### src/rtl/hist_pair_packer_if.sv
// Result-path bundle between the histogram core, the pair packer and the result FIFO.
// master drives strobes/data into the packer; slave is the packer side.
interface hist_pair_packer_if;
  logic        clear;
  logic [15:0] freq_din;
  logic        freq_write;
  logic        freq_full_n;
  logic [15:0] mode_din;
  logic        mode_write;
  logic        mode_full_n;
  logic [31:0] out_data;
  logic        out_write;
  logic        out_full;
  logic [15:0] frame_len;
  logic [31:0] pair_count;
  logic        skew_err;

  modport master (
    output clear, freq_din, freq_write, mode_din, mode_write, out_full, frame_len,
    input  freq_full_n, mode_full_n, out_data, out_write, pair_count, skew_err
  );

  modport slave (
    input  clear, freq_din, freq_write, mode_din, mode_write, out_full, frame_len,
    output freq_full_n, mode_full_n, out_data, out_write, pair_count, skew_err
  );
endinterface

### src/rtl/hist_pair_packer.sv
// Pairs freq/mode results into {mode,freq} words, 2 cycles write-to-strobe; HIST_PACK_TRAILER_EN adds frame trailers.
// Stalls (out_write low, out_data held) while out_full is high or either queue is empty.
module hist_pair_packer #(
  parameter int DEPTH = 8
) (
  input logic               ui_clk,
  input logic               aresetn,
  hist_pair_packer_if.slave bus
);
  localparam int          AW         = $clog2(DEPTH);
  localparam logic [AW:0] FULL_CNT   = (AW+1)'(DEPTH);
  localparam logic [0:0]  ST_RUN     = 1'b0;
  localparam logic [0:0]  ST_TRAILER = 1'b1;

  logic [15:0]   r_fq_mem [DEPTH];
  logic [15:0]   r_mq_mem [DEPTH];
  logic [AW-1:0] r_fq_wp, r_fq_rp, r_mq_wp, r_mq_rp;
  logic [AW:0]   r_fq_cnt, r_mq_cnt;
  logic          r_freq_full_n, r_mode_full_n;
  logic [31:0]   r_out_data, r_pair_count;
  logic          r_out_write, r_skew_err;
  logic [0:0]    r_state;

  logic          w_fq_push, w_mq_push, w_pair, w_trl_due, w_trl_emit;
  logic [AW:0]   w_fq_cnt_nxt, w_mq_cnt_nxt;
  logic [31:0]   w_trl_word;

  assign w_fq_push  = bus.freq_write && r_freq_full_n && !bus.clear;
  assign w_mq_push  = bus.mode_write && r_mode_full_n && !bus.clear;
  // A due trailer blocks the next pair so it lands exactly on the frame boundary.
  assign w_pair     = (r_state == ST_RUN) && !w_trl_due && (r_fq_cnt != '0) &&
                      (r_mq_cnt != '0) && !bus.out_full;
  assign w_trl_emit = (r_state == ST_TRAILER) && !bus.out_full;

  assign w_fq_cnt_nxt = r_fq_cnt + (AW+1)'(w_fq_push) - (AW+1)'(w_pair);
  assign w_mq_cnt_nxt = r_mq_cnt + (AW+1)'(w_mq_push) - (AW+1)'(w_pair);

`ifdef HIST_PACK_TRAILER_EN
  logic [15:0] r_frame_cnt, r_frame_idx;

  assign w_trl_due  = (r_state == ST_RUN) && (bus.frame_len != 16'd0) &&
                      (r_frame_cnt == bus.frame_len);
  assign w_trl_word = {8'hA5, 8'h00, r_frame_idx};

  always_ff @(posedge ui_clk or negedge aresetn) begin
    if (!aresetn) begin
      r_frame_cnt <= '0;
      r_frame_idx <= '0;
    end else if (bus.clear) begin
      r_frame_cnt <= '0;
      r_frame_idx <= '0;
    end else if (w_trl_emit) begin
      r_frame_cnt <= '0;
      r_frame_idx <= r_frame_idx + 16'd1;
    end else if (w_pair) begin
      r_frame_cnt <= r_frame_cnt + 16'd1;
    end
  end
`else
  logic [15:0] w_unused_frame_len;

  assign w_unused_frame_len = bus.frame_len;
  assign w_trl_due          = 1'b0;
  assign w_trl_word         = 32'h0;
`endif

  always_ff @(posedge ui_clk) begin
    if (w_fq_push) r_fq_mem[r_fq_wp] <= bus.freq_din;
    if (w_mq_push) r_mq_mem[r_mq_wp] <= bus.mode_din;
  end

  always_ff @(posedge ui_clk or negedge aresetn) begin
    if (!aresetn) begin
      r_fq_wp       <= '0;
      r_fq_rp       <= '0;
      r_fq_cnt      <= '0;
      r_mq_wp       <= '0;
      r_mq_rp       <= '0;
      r_mq_cnt      <= '0;
      r_freq_full_n <= 1'b0;
      r_mode_full_n <= 1'b0;
    end else if (bus.clear) begin
      r_fq_wp       <= '0;
      r_fq_rp       <= '0;
      r_fq_cnt      <= '0;
      r_mq_wp       <= '0;
      r_mq_rp       <= '0;
      r_mq_cnt      <= '0;
      r_freq_full_n <= 1'b1;
      r_mode_full_n <= 1'b1;
    end else begin
      if (w_fq_push) r_fq_wp <= r_fq_wp + 1'b1;
      if (w_mq_push) r_mq_wp <= r_mq_wp + 1'b1;
      if (w_pair) begin
        r_fq_rp <= r_fq_rp + 1'b1;
        r_mq_rp <= r_mq_rp + 1'b1;
      end
      r_fq_cnt      <= w_fq_cnt_nxt;
      r_mq_cnt      <= w_mq_cnt_nxt;
      r_freq_full_n <= (w_fq_cnt_nxt != FULL_CNT);
      r_mode_full_n <= (w_mq_cnt_nxt != FULL_CNT);
    end
  end

  always_ff @(posedge ui_clk or negedge aresetn) begin
    if (!aresetn) begin
      r_out_data   <= '0;
      r_out_write  <= 1'b0;
      r_pair_count <= '0;
      r_skew_err   <= 1'b0;
      r_state      <= ST_RUN;
    end else if (bus.clear) begin
      r_out_data   <= '0;
      r_out_write  <= 1'b0;
      r_pair_count <= '0;
      r_skew_err   <= 1'b0;
      r_state      <= ST_RUN;
    end else begin
      r_out_write <= w_pair || w_trl_emit;
      if (w_pair) begin
        r_out_data   <= {r_mq_mem[r_mq_rp], r_fq_mem[r_fq_rp]};
        r_pair_count <= r_pair_count + 32'd1;
      end else if (w_trl_emit) begin
        r_out_data <= w_trl_word;
      end
      if (w_trl_due)       r_state <= ST_TRAILER;
      else if (w_trl_emit) r_state <= ST_RUN;
      // One side backed up to the limit while the other never delivered.
      if (((r_fq_cnt == FULL_CNT) && (r_mq_cnt == '0)) ||
          ((r_mq_cnt == FULL_CNT) && (r_fq_cnt == '0)))
        r_skew_err <= 1'b1;
    end
  end

  assign bus.freq_full_n = r_freq_full_n;
  assign bus.mode_full_n = r_mode_full_n;
  assign bus.out_data    = r_out_data;
  assign bus.out_write   = r_out_write;
  assign bus.pair_count  = r_pair_count;
  assign bus.skew_err    = r_skew_err;
endmodule

### src/flat_wrapper.sv
// flat-port wrapper written by rule: the top's interface ports become plain ports
module hist_pair_packer_flat 
#(
  parameter int DEPTH = 8
)
  (ui_clk, aresetn, bus_clear, bus_freq_din, bus_freq_write, bus_mode_din, bus_mode_write, bus_out_full, bus_frame_len, bus_freq_full_n, bus_mode_full_n, bus_out_data, bus_out_write, bus_pair_count, bus_skew_err);
  hist_pair_packer_if bus_i ();
  input logic ui_clk;
  input logic aresetn;
  input wire logic [$bits(bus_i.clear)-1:0] bus_clear;
  input wire logic [$bits(bus_i.freq_din)-1:0] bus_freq_din;
  input wire logic [$bits(bus_i.freq_write)-1:0] bus_freq_write;
  input wire logic [$bits(bus_i.mode_din)-1:0] bus_mode_din;
  input wire logic [$bits(bus_i.mode_write)-1:0] bus_mode_write;
  input wire logic [$bits(bus_i.out_full)-1:0] bus_out_full;
  input wire logic [$bits(bus_i.frame_len)-1:0] bus_frame_len;
  output wire logic [$bits(bus_i.freq_full_n)-1:0] bus_freq_full_n;
  output wire logic [$bits(bus_i.mode_full_n)-1:0] bus_mode_full_n;
  output wire logic [$bits(bus_i.out_data)-1:0] bus_out_data;
  output wire logic [$bits(bus_i.out_write)-1:0] bus_out_write;
  output wire logic [$bits(bus_i.pair_count)-1:0] bus_pair_count;
  output wire logic [$bits(bus_i.skew_err)-1:0] bus_skew_err;
  assign bus_i.clear = bus_clear;
  assign bus_i.freq_din = bus_freq_din;
  assign bus_i.freq_write = bus_freq_write;
  assign bus_i.mode_din = bus_mode_din;
  assign bus_i.mode_write = bus_mode_write;
  assign bus_i.out_full = bus_out_full;
  assign bus_i.frame_len = bus_frame_len;
  assign bus_freq_full_n = bus_i.freq_full_n;
  assign bus_mode_full_n = bus_i.mode_full_n;
  assign bus_out_data = bus_i.out_data;
  assign bus_out_write = bus_i.out_write;
  assign bus_pair_count = bus_i.pair_count;
  assign bus_skew_err = bus_i.skew_err;
  hist_pair_packer #(.DEPTH(DEPTH)) u_core (.ui_clk(ui_clk), .aresetn(aresetn), .bus(bus_i));
endmodule
### config.mk
export PLATFORM = sky130hd
export DESIGN_NAME = hist_pair_packer_flat
export DESIGN_NICKNAME = d
export VERILOG_FILES = /design/src/rtl/hist_pair_packer_if.sv /design/src/rtl/hist_pair_packer.sv /design/src/flat_wrapper.sv
export SDC_FILE = /design/constraint.sdc
export NUM_CORES = 1
export LEC_CHECK = 0
export CELL_PAD_IN_SITES_DETAIL_PLACEMENT = 1
export CELL_PAD_IN_SITES_GLOBAL_PLACEMENT = 2
export CORE_ASPECT_RATIO = 0.9
export CORE_MARGIN = 2
export CORE_UTILIZATION = 43
export CTS_CLUSTER_DIAMETER = 60
export DETAILED_ROUTE_END_ITERATION = 16
export GPL_TIMING_DRIVEN = 0
export PLACE_DENSITY = 0.87
export SLEW_MARGIN = 20
export SYNTH_ARGS = -nofsm -noshare
export SYNTH_HDL_FRONTEND = slang
export SYNTH_SLANG_ARGS = --single-unit
### constraint.sdc
create_clock -name ui_clk -period 4.1 [get_ports ui_clk]
set_input_delay 0.41 -clock ui_clk [delete_from_list [all_inputs] [get_ports ui_clk]]
set_output_delay 0.41 -clock ui_clk [all_outputs]
set_load 0.05 [all_outputs]
==> results by group, run 1 <==
Clock tree
  • Clock Pin Slew Worst Setup and Hold Paths: ~60 ps
  • CTS max path bufs: 3
  • Total CTS buffers: 38
  • H-tree lvl count: 2
  • CTS sink count: about 340
  • Worst skew pair latency: 520 ps
  • CTS tree: done
  • CTS root buf: clkbuf_16
  • Postcts setup bufs: 0

Cells and area
  • Finished Layout Cells: 1431
  • ANT cells: 0
  • Commonest cells after routing, fill and taps aside: edfxtp_1, clkdlybuf4s50_1, dfrtp_1, mux4_2, nor2_1
  • Layout area overhead: 22.18%
  • Filler cell count: 2953
  • Commonest non-fill, non-tap cell in the layout: edfxtp_1
  • Layout cell share with drive strength beyond 1: 17.64%
  • Layout net count: between 1000 and 1500

Timing
  • Final period utilization: 86.15%
  • Hold Vio Cnt, Final: 0
  • Final setup margin: 567.7 ps
  • Finish-stage setup viols: 0
  • Max-slew violations: 0
  • Worst slew pin tran: 976.8 ps
  • RSZ-0062 raised after global routing: false
  • Min Tclk post-route: 3532 ps
  • Sum of negative setup slack: 0 ps
  • Min Hold Slack: between 300 and 400 ps
  • Rel. slew slack: a little over a third
  • Worst Skew: around 20 ps
  • Fmax: 283.1 MHz

Global routing
  • M3 GR Usage: 4.536%
  • Initial antenna violation count: 1
  • Met2 Use GR: between 30% and 40%
  • GRT Total Usage: between 20% and 30%
  • Grt total ovfl: 0
  • First-pass GRT wire length: 53900 um
  • Met1 Use GR: 28.41%
  • Vias in the first global route: about 8900
  • Layer with the highest usage: met2
  • Largest net degree at the start of global routing: 69

Route
  • DR iter-0 viols: 533
  • Total Routed Length: 34820 um
  • DRC: 0
  • Routed Antenna Nets: 0
  • Vias per cell: 5.628
  • Avg WL per Cell: 24.33 um
  • Via count: 8053
  • First drt pass iteration count: 5

Outcome
  • Outcome: finished, final reports clean

Synth
  • #FFs+latches synth: 344
  • Post-synth EDFFs: 256
  • Async set-or-reset flop fraction in the synthesized netlist: approximately 26%
  • Unique masters post-synth: between 40 and 50
  • Compound-Gate Fraction of Synth Area: 3.799%
  • Post-Synth XOR/XNOR Area: 0.9431%
  • Synth Area in Simple Gates: 7.185%
  • Dominant synthesized flop cell: edfxtp_1
  • Synth Area per Inst: 16.97 sq um
  • Gate Count Post-Synth: approximately 820
  • Syn_nets: 894
  • Combinational family with the most area after synthesis: multiplexers
  • Post-synthesis sequential area ratio: a little under three quarters
  • Post-synthesis mux area share: 13.37%
  • Netlist Area Pre-Place: 13930 sq um
  • Post-synthesis adder-cell area fraction: 1.814%
  • Syn. warnings: 0

Floorplanning
  • Starting Density: 43.69%
  • Num ports: 122
  • Die Area: ~34000 sq um
  • Die Y: 174.8 um
  • Core ar.: around 32000 sq um
  • FP Rows: 62
  • Die Wd: 193.7 um

Pwr
  • Power density over the cells: 594.0 nW/um^2
  • Total power draw: about 10 mW
  • Static leakage: around 5.7 nW
  • Peak VDD IR: ~0.32 mV

Min path
  • Hold Path Class: input port to asynchronous set/reset pin

Critical path
  • CP endpoint kind: register
  • Crit-path leading delay family: simple AND/OR/NAND/NOR gates
  • Critical setup path kind: register to register
  • Max incr delay on CP: 520 ps
  • CP bufs+invs: 5
  • Crit-path max FO: 20
  • Critical Path Start Type: register
  • Crit path DAT: between 3000 and 4000 ps
  • Slowest-stage cell, CP: nor3b_2
  • Crit path cell chain: inv_1 -> ha_1 -> nor3b_2 -> or3_1 -> buf_2 -> inv_2 -> ha_1 -> inv_1 -> ha_1 -> inv_1 -> fa_1 -> xor2_1 -> nand3b_1 -> or3_1
  • Worst path required time: 4490 ps

Placed design
  • Routability cong.: 0.7780
  • Post-Place Setup Slack: -269.2 ps
  • Number of buffers added on ports: 104
  • DP HPWL: 23490 um
  • Post-placement cell count: approximately 1400

Job
  • Max cap viols: 0
-- path summary, 6_finish.rpt --
check | from | end | slack, ps | cells after the start
worst max-delay path | u_core.r_mq_cnt[2]$_DFF_PN0_ | u_core.bus.mode_full_n$_DFF_PN0_ | 570 | 14
worst min-delay path | aresetn | u_core.bus.out_data[23]$_DFFE_PN0P_ | 310 | 2
worst max register to register | u_core.r_mq_cnt[2]$_DFF_PN0_ | u_core.bus.mode_full_n$_DFF_PN0_ | 570 | 14
worst min register to register | u_core.bus.skew_err$_DFFE_PN0P_ | u_core.bus.skew_err$_DFFE_PN0P_ | 500 | 2
max in group asynchronous | aresetn | u_core.bus.out_data[24]$_DFFE_PN0P_ | 3140 | 3
min in group ui_clk | u_core.bus.skew_err$_DFFE_PN0P_ | u_core.bus.skew_err$_DFFE_PN0P_ | 500 | 2
-- routing by layer --
| layer | part of all wire, % | routed length [um] |
|---|---|---|
| met5 | 0.032 | 11 |
| met4 | 2.4 | 829 |
| met3 | 5.7 | 1985 |
| met2 | 49 | 16910 |
| met1 | 43 | 15090 |
-- per-stage QoR --
stage	cell area [sq um]	util, %
6_report	17020	53.39
5_1_grt	17020	53.39
4_1_cts	17030	53.40
3_5_place_dp	15810	49.59
3_3_place_gp	15490	48.59
2_1_floorplan	13930	-
-- power by group --
part | leakage, nW | total, mW | switching (mW) | internal (mW)
clock network | 0.580 | 3.26 | 1.34 | 1.93
registers | 3.50 | 4.21 | 0.185 | 4.02
logic | 1.64 | 2.64 | 1.59 | 1.05
-- cell usage after synthesis, types with 3 or more instances --
cell | n | area, sq um
nand3_1 | 16 | 80.08
and3_1 | 4 | 25.02
nand2b_1 | 5 | 31.28
buf_2 | 10 | 50.05
mux2_2 | 9 | 101.4
dfrtp_1 | 88 | 2202
buf_1 | 4 | 15.01
nand4_1 | 4 | 25.02
nor3_1 | 4 | 20.02
o31ai_1 | 14 | 105.1
mux4_2 | 64 | 1441
nor2_1 | 75 | 281.5
nor2b_1 | 11 | 68.82
nand2_1 | 24 | 90.09
xnor2_1 | 9 | 78.83
xor2_1 | 6 | 52.55
or4_1 | 15 | 112.6
mux2i_1 | 32 | 320.3
edfxtp_1 | 256 | 7687
inv_1 | 16 | 60.06
o21ai_0 | 5 | 25.02
a21oi_1 | 27 | 135.1
ha_1 | 17 | 212.7
or3_1 | 10 | 62.56
and4_1 | 3 | 26.28
clkbuf_1 | 30 | 112.6
nor4_1 | 9 | 56.30
a211oi_1 | 32 | 240.2
-- cells by family after synthesis --
kind of cell	Yosys count
mux	105
xor+xnor	15
fa+ha+maj	19
simple gates	194
buf+inv	63
flops	344
compound gates	81
-- flip-flops by register name, summed over array words and instances (netlist names) --
| signal | count |
|---|---|
| u_core.bus.out_data | 32 |
| u_core.bus.pair_count | 32 |
| u_core.r_fq_rp | 3 |
| u_core.r_mq_rp | 3 |
| u_core.bus.freq_full_n | 1 |
| u_core.r_fq_cnt | 4 |
| u_core.r_mq_mem | 128 |
| u_core.bus.mode_full_n | 1 |
| u_core.r_mq_wp | 3 |
| u_core.bus.skew_err | 1 |
| u_core.r_mq_cnt | 4 |
| u_core.bus.out_write | 1 |
| u_core.r_fq_mem | 128 |
| u_core.r_fq_wp | 3 |
-- timing repair --
item,in CTS,in global routing
hold endpoints to repair,20,0
pin swaps,0,0
endpoints found under the setup margin,2,2
resized for setup,1,0
hold buffers,1,0
-- cell type report --
type / instances / area, sq um / area share [%]
Sequential cell: 344 / 9889 / 58.10
Multi-Input combinational cell: 414 / 3832 / 22.52
Timing Repair Buffer: 126 / 1320 / 7.755
Clock buffer: 54 / 1052 / 6.182
Tap cell: 416 / 520.5 / 3.058
Buffer: 45 / 196.4 / 1.154
Clock inverter: 15 / 146.4 / 0.8600
Inverter: 17 / 63.81 / 0.3749
No activity file was read; power rests on OpenSTA's default activity.
==> run 2: changes to the inputs <==
- GPL_TIMING_DRIVEN: 0 -> 1
==> results by group, run 2 (synthesis gave the netlist of run 1 again) <==
Floorplanning
  • Num ports: 122 (unchanged)
  • FP Rows: 62 (unchanged)
  • Starting Density: 43.69% (unchanged)
  • Die Area: 33860 sq um (unchanged)
  • Die Wd: 193.7 um (unchanged)
  • Core ar.: 31880 sq um (unchanged)
  • Die Y: 174.8 um (unchanged)

Clock tree
  • Clock Pin Slew Worst Setup and Hold Paths: 60 ps (about the same)
  • CTS tree: done
  • H-tree lvl count: 2 (unchanged)
  • CTS sink count: 344 (unchanged)
  • CTS root buf: clkbuf_16
  • Hold-fix buffers, CTS: 1 (unchanged)
  • Post-CTS Resized: 0 (-1)
  • Worst skew pair latency: 540 ps (+20 ps)
  • Postcts setup bufs: 0 (unchanged)
  • Total CTS buffers: 38 (unchanged)
  • CTS max path bufs: 3 (unchanged)

Min path
  • Hold Path Class: input port to asynchronous set/reset pin

Timing
  • Max-slew violations: 0 (unchanged)
  • Worst Skew: 33.07 ps (+13.21 ps)
  • Hold Vio Cnt, Final: 0 (unchanged)
  • Final period utilization: 76.17% (-10 points)
  • Fmax: 320.2 MHz (+13%)
  • Worst slew pin tran: 957.5 ps (-19.26 ps)
  • Final setup margin: 977.2 ps (+409.5 ps)
  • Rel. slew slack: 36.16% (+1.3 points)
  • Min Tclk post-route: 3123 ps (-409.5 ps)
  • Finish-stage setup viols: 0 (unchanged)
  • RSZ-0062 raised after global routing: false
  • Sum of negative setup slack: 0 ps (unchanged)
  • Min Hold Slack: 362.1 ps (+47.53 ps)

Placed design
  • Post-Place Setup Slack: 860.3 ps (+1130 ps)
  • DP HPWL: 18740 um (-20%)
  • Number of buffers added on ports: 105 (+0.96%)
  • Routability cong.: 0.7390 (-5.0%)

Critical path
  • Max incr delay on CP: 380 ps (-140 ps)
  • Slowest-stage cell, CP: fa_1
  • Crit path DAT: 3510 ps (-410 ps)
  • Crit path cell chain: inv_1 -> ha_1 -> nor3b_1 -> buf_4 -> or3_1 -> inv_2 -> ha_1 -> inv_1 -> ha_1 -> inv_1 -> fa_1 -> xor2_1 -> nand3b_1 -> or3_1
  • CP endpoint kind: register
  • Critical Path Start Type: register
  • Worst path required time: 4490 ps (about the same)
  • Crit-path max FO: 12 (-40%)
  • Critical setup path kind: register to register

Route
  • Avg WL per Cell: 22.57 um (-7.2%)
  • Routed Antenna Nets: 0 (unchanged)
  • First drt pass iteration count: 5 (unchanged)
  • Via count: 7725 (-4.1%)
  • Vias per cell: 5.542 (-1.5%)
  • DR iter-0 viols: 443 (-17%)
  • Total Routed Length: 31470 um (-9.6%)
  • DRC: 0 (unchanged)

Cells and area
  • ANT cells: 0 (unchanged)
  • Layout net count: 1021 (-3.6%)
  • Filler cell count: 2968 (+0.51%)
  • FF+latch area: 9894 sq um (about the same)
  • Largest registers: u_core.r_fq_mem (128), u_core.r_mq_mem (128)
  • Layout area overhead: 21.69%
  • Commonest non-fill, non-tap cell in the layout: edfxtp_1
  • Multi-input logic area: 3804 sq um (-0.75%)
  • Commonest cells after routing, fill and taps aside: edfxtp_1, clkdlybuf4s50_1, dfrtp_1, nor2_1, mux4_2
  • Layout cell share with drive strength beyond 1: 18.20% (+0.56 points)
  • Post-layout util: 53.17% (-0.22 points)

Pwr
  • Peak VDD IR: 0.3388 mV (+7.0%)
  • Static leakage: 5.737 nW (+0.13%)
  • Power density over the cells: 617.4 nW/um^2 (+3.9%)
  • Total power draw: 10.47 mW (+3.5%)

Outcome
  • Outcome: finished, final reports clean

Global routing
  • GRT Total Usage: 19.12% (-1.8 points)
  • Initial antenna violation count: 1 (unchanged)
  • Largest net degree at the start of global routing: 58 (-16%)
  • Vias in the first global route: 8573 (-3.2%)
  • Grt total ovfl: 0 (unchanged)
  • First-pass GRT wire length: 50340 um (-6.6%)

Job
  • Max cap viols: 0 (unchanged)
==> run 2: changes by cell type in the layout (fill, tap and decap cells not counted), sizes merged <==
cell and delta:
buf -8, clkbuf -33, inv +1, bufinv +6
clkinv -3
==> run 2: per-stage QoR <==
stage               cells  area (sq um)
detailed placement   1323         15530
finish               1394         16950
global placement     1323         15530
CTS                  1394         16950
floorplan             821         13930
global route         1394         16950
==> run 2: worst max-delay path, delay by kind of cell, from the launching register on <==
kind / cells / cell delay, ps
fa+ha+maj: 4 / 1040
simple gates: 4 / 880
buf+inv: 5 / 570
flops: 1 / 320
xor+xnor: 1 / 180
==> run 2: final cells by class <==
| cell class | instances | share of cell area (%) |
|---|---|---|
| clock buffer | 51 | 6.251 |
| clock inverter | 19 | 2.074 |
| inverter | 17 | 0.3764 |
| multi-input combinational | 414 | 22.44 |
| sequential | 344 | 58.37 |
| tap | 416 | 3.070 |
| timing repair buffer | 133 | 7.425 |
==> run 2: report_power, final <==
group	total (mW)	leakage, nW	switching, mW	internal, mW
combinational	2.35	1.55	1.31	1.04
clock	3.76	0.690	1.41	2.35
sequential	4.35	3.50	0.333	4.02
==> run 2: metal layers <==
layer | GRT usage (%) | wire, um | vias to the layer above | share of wire, %
met5 | 0 | 13 | - | 0.041
met2 | 31.92 | 15460 | 192 | 49
met3 | 3.378 | 1514 | 59 | 4.8
li1 | - | - | 3469 | -
met1 | 25.95 | 13730 | 4003 | 44
met4 | 5.503 | 748 | 2 | 2.4
==> run 2: path summary, 6_finish.rpt <==
check,start,to,slack (ps),cells after the start
max,u_core.r_mq_cnt[2]$_DFF_PN0_,u_core.bus.mode_full_n$_DFF_PN0_,980,14
min,aresetn,u_core.bus.pair_count[28]$_DFFE_PN0P_,360,2
max reg2reg,u_core.r_mq_cnt[2]$_DFF_PN0_,u_core.bus.mode_full_n$_DFF_PN0_,980,14
min reg2reg,u_core.bus.skew_err$_DFFE_PN0P_,u_core.bus.skew_err$_DFFE_PN0P_,520,2
max in group asynchronous,aresetn,u_core.r_mq_rp[0]$_DFFE_PN0P_,2880,3
min in group ui_clk,bus_clear,u_core.r_fq_wp[2]$_DFFE_PN0P_,390,2
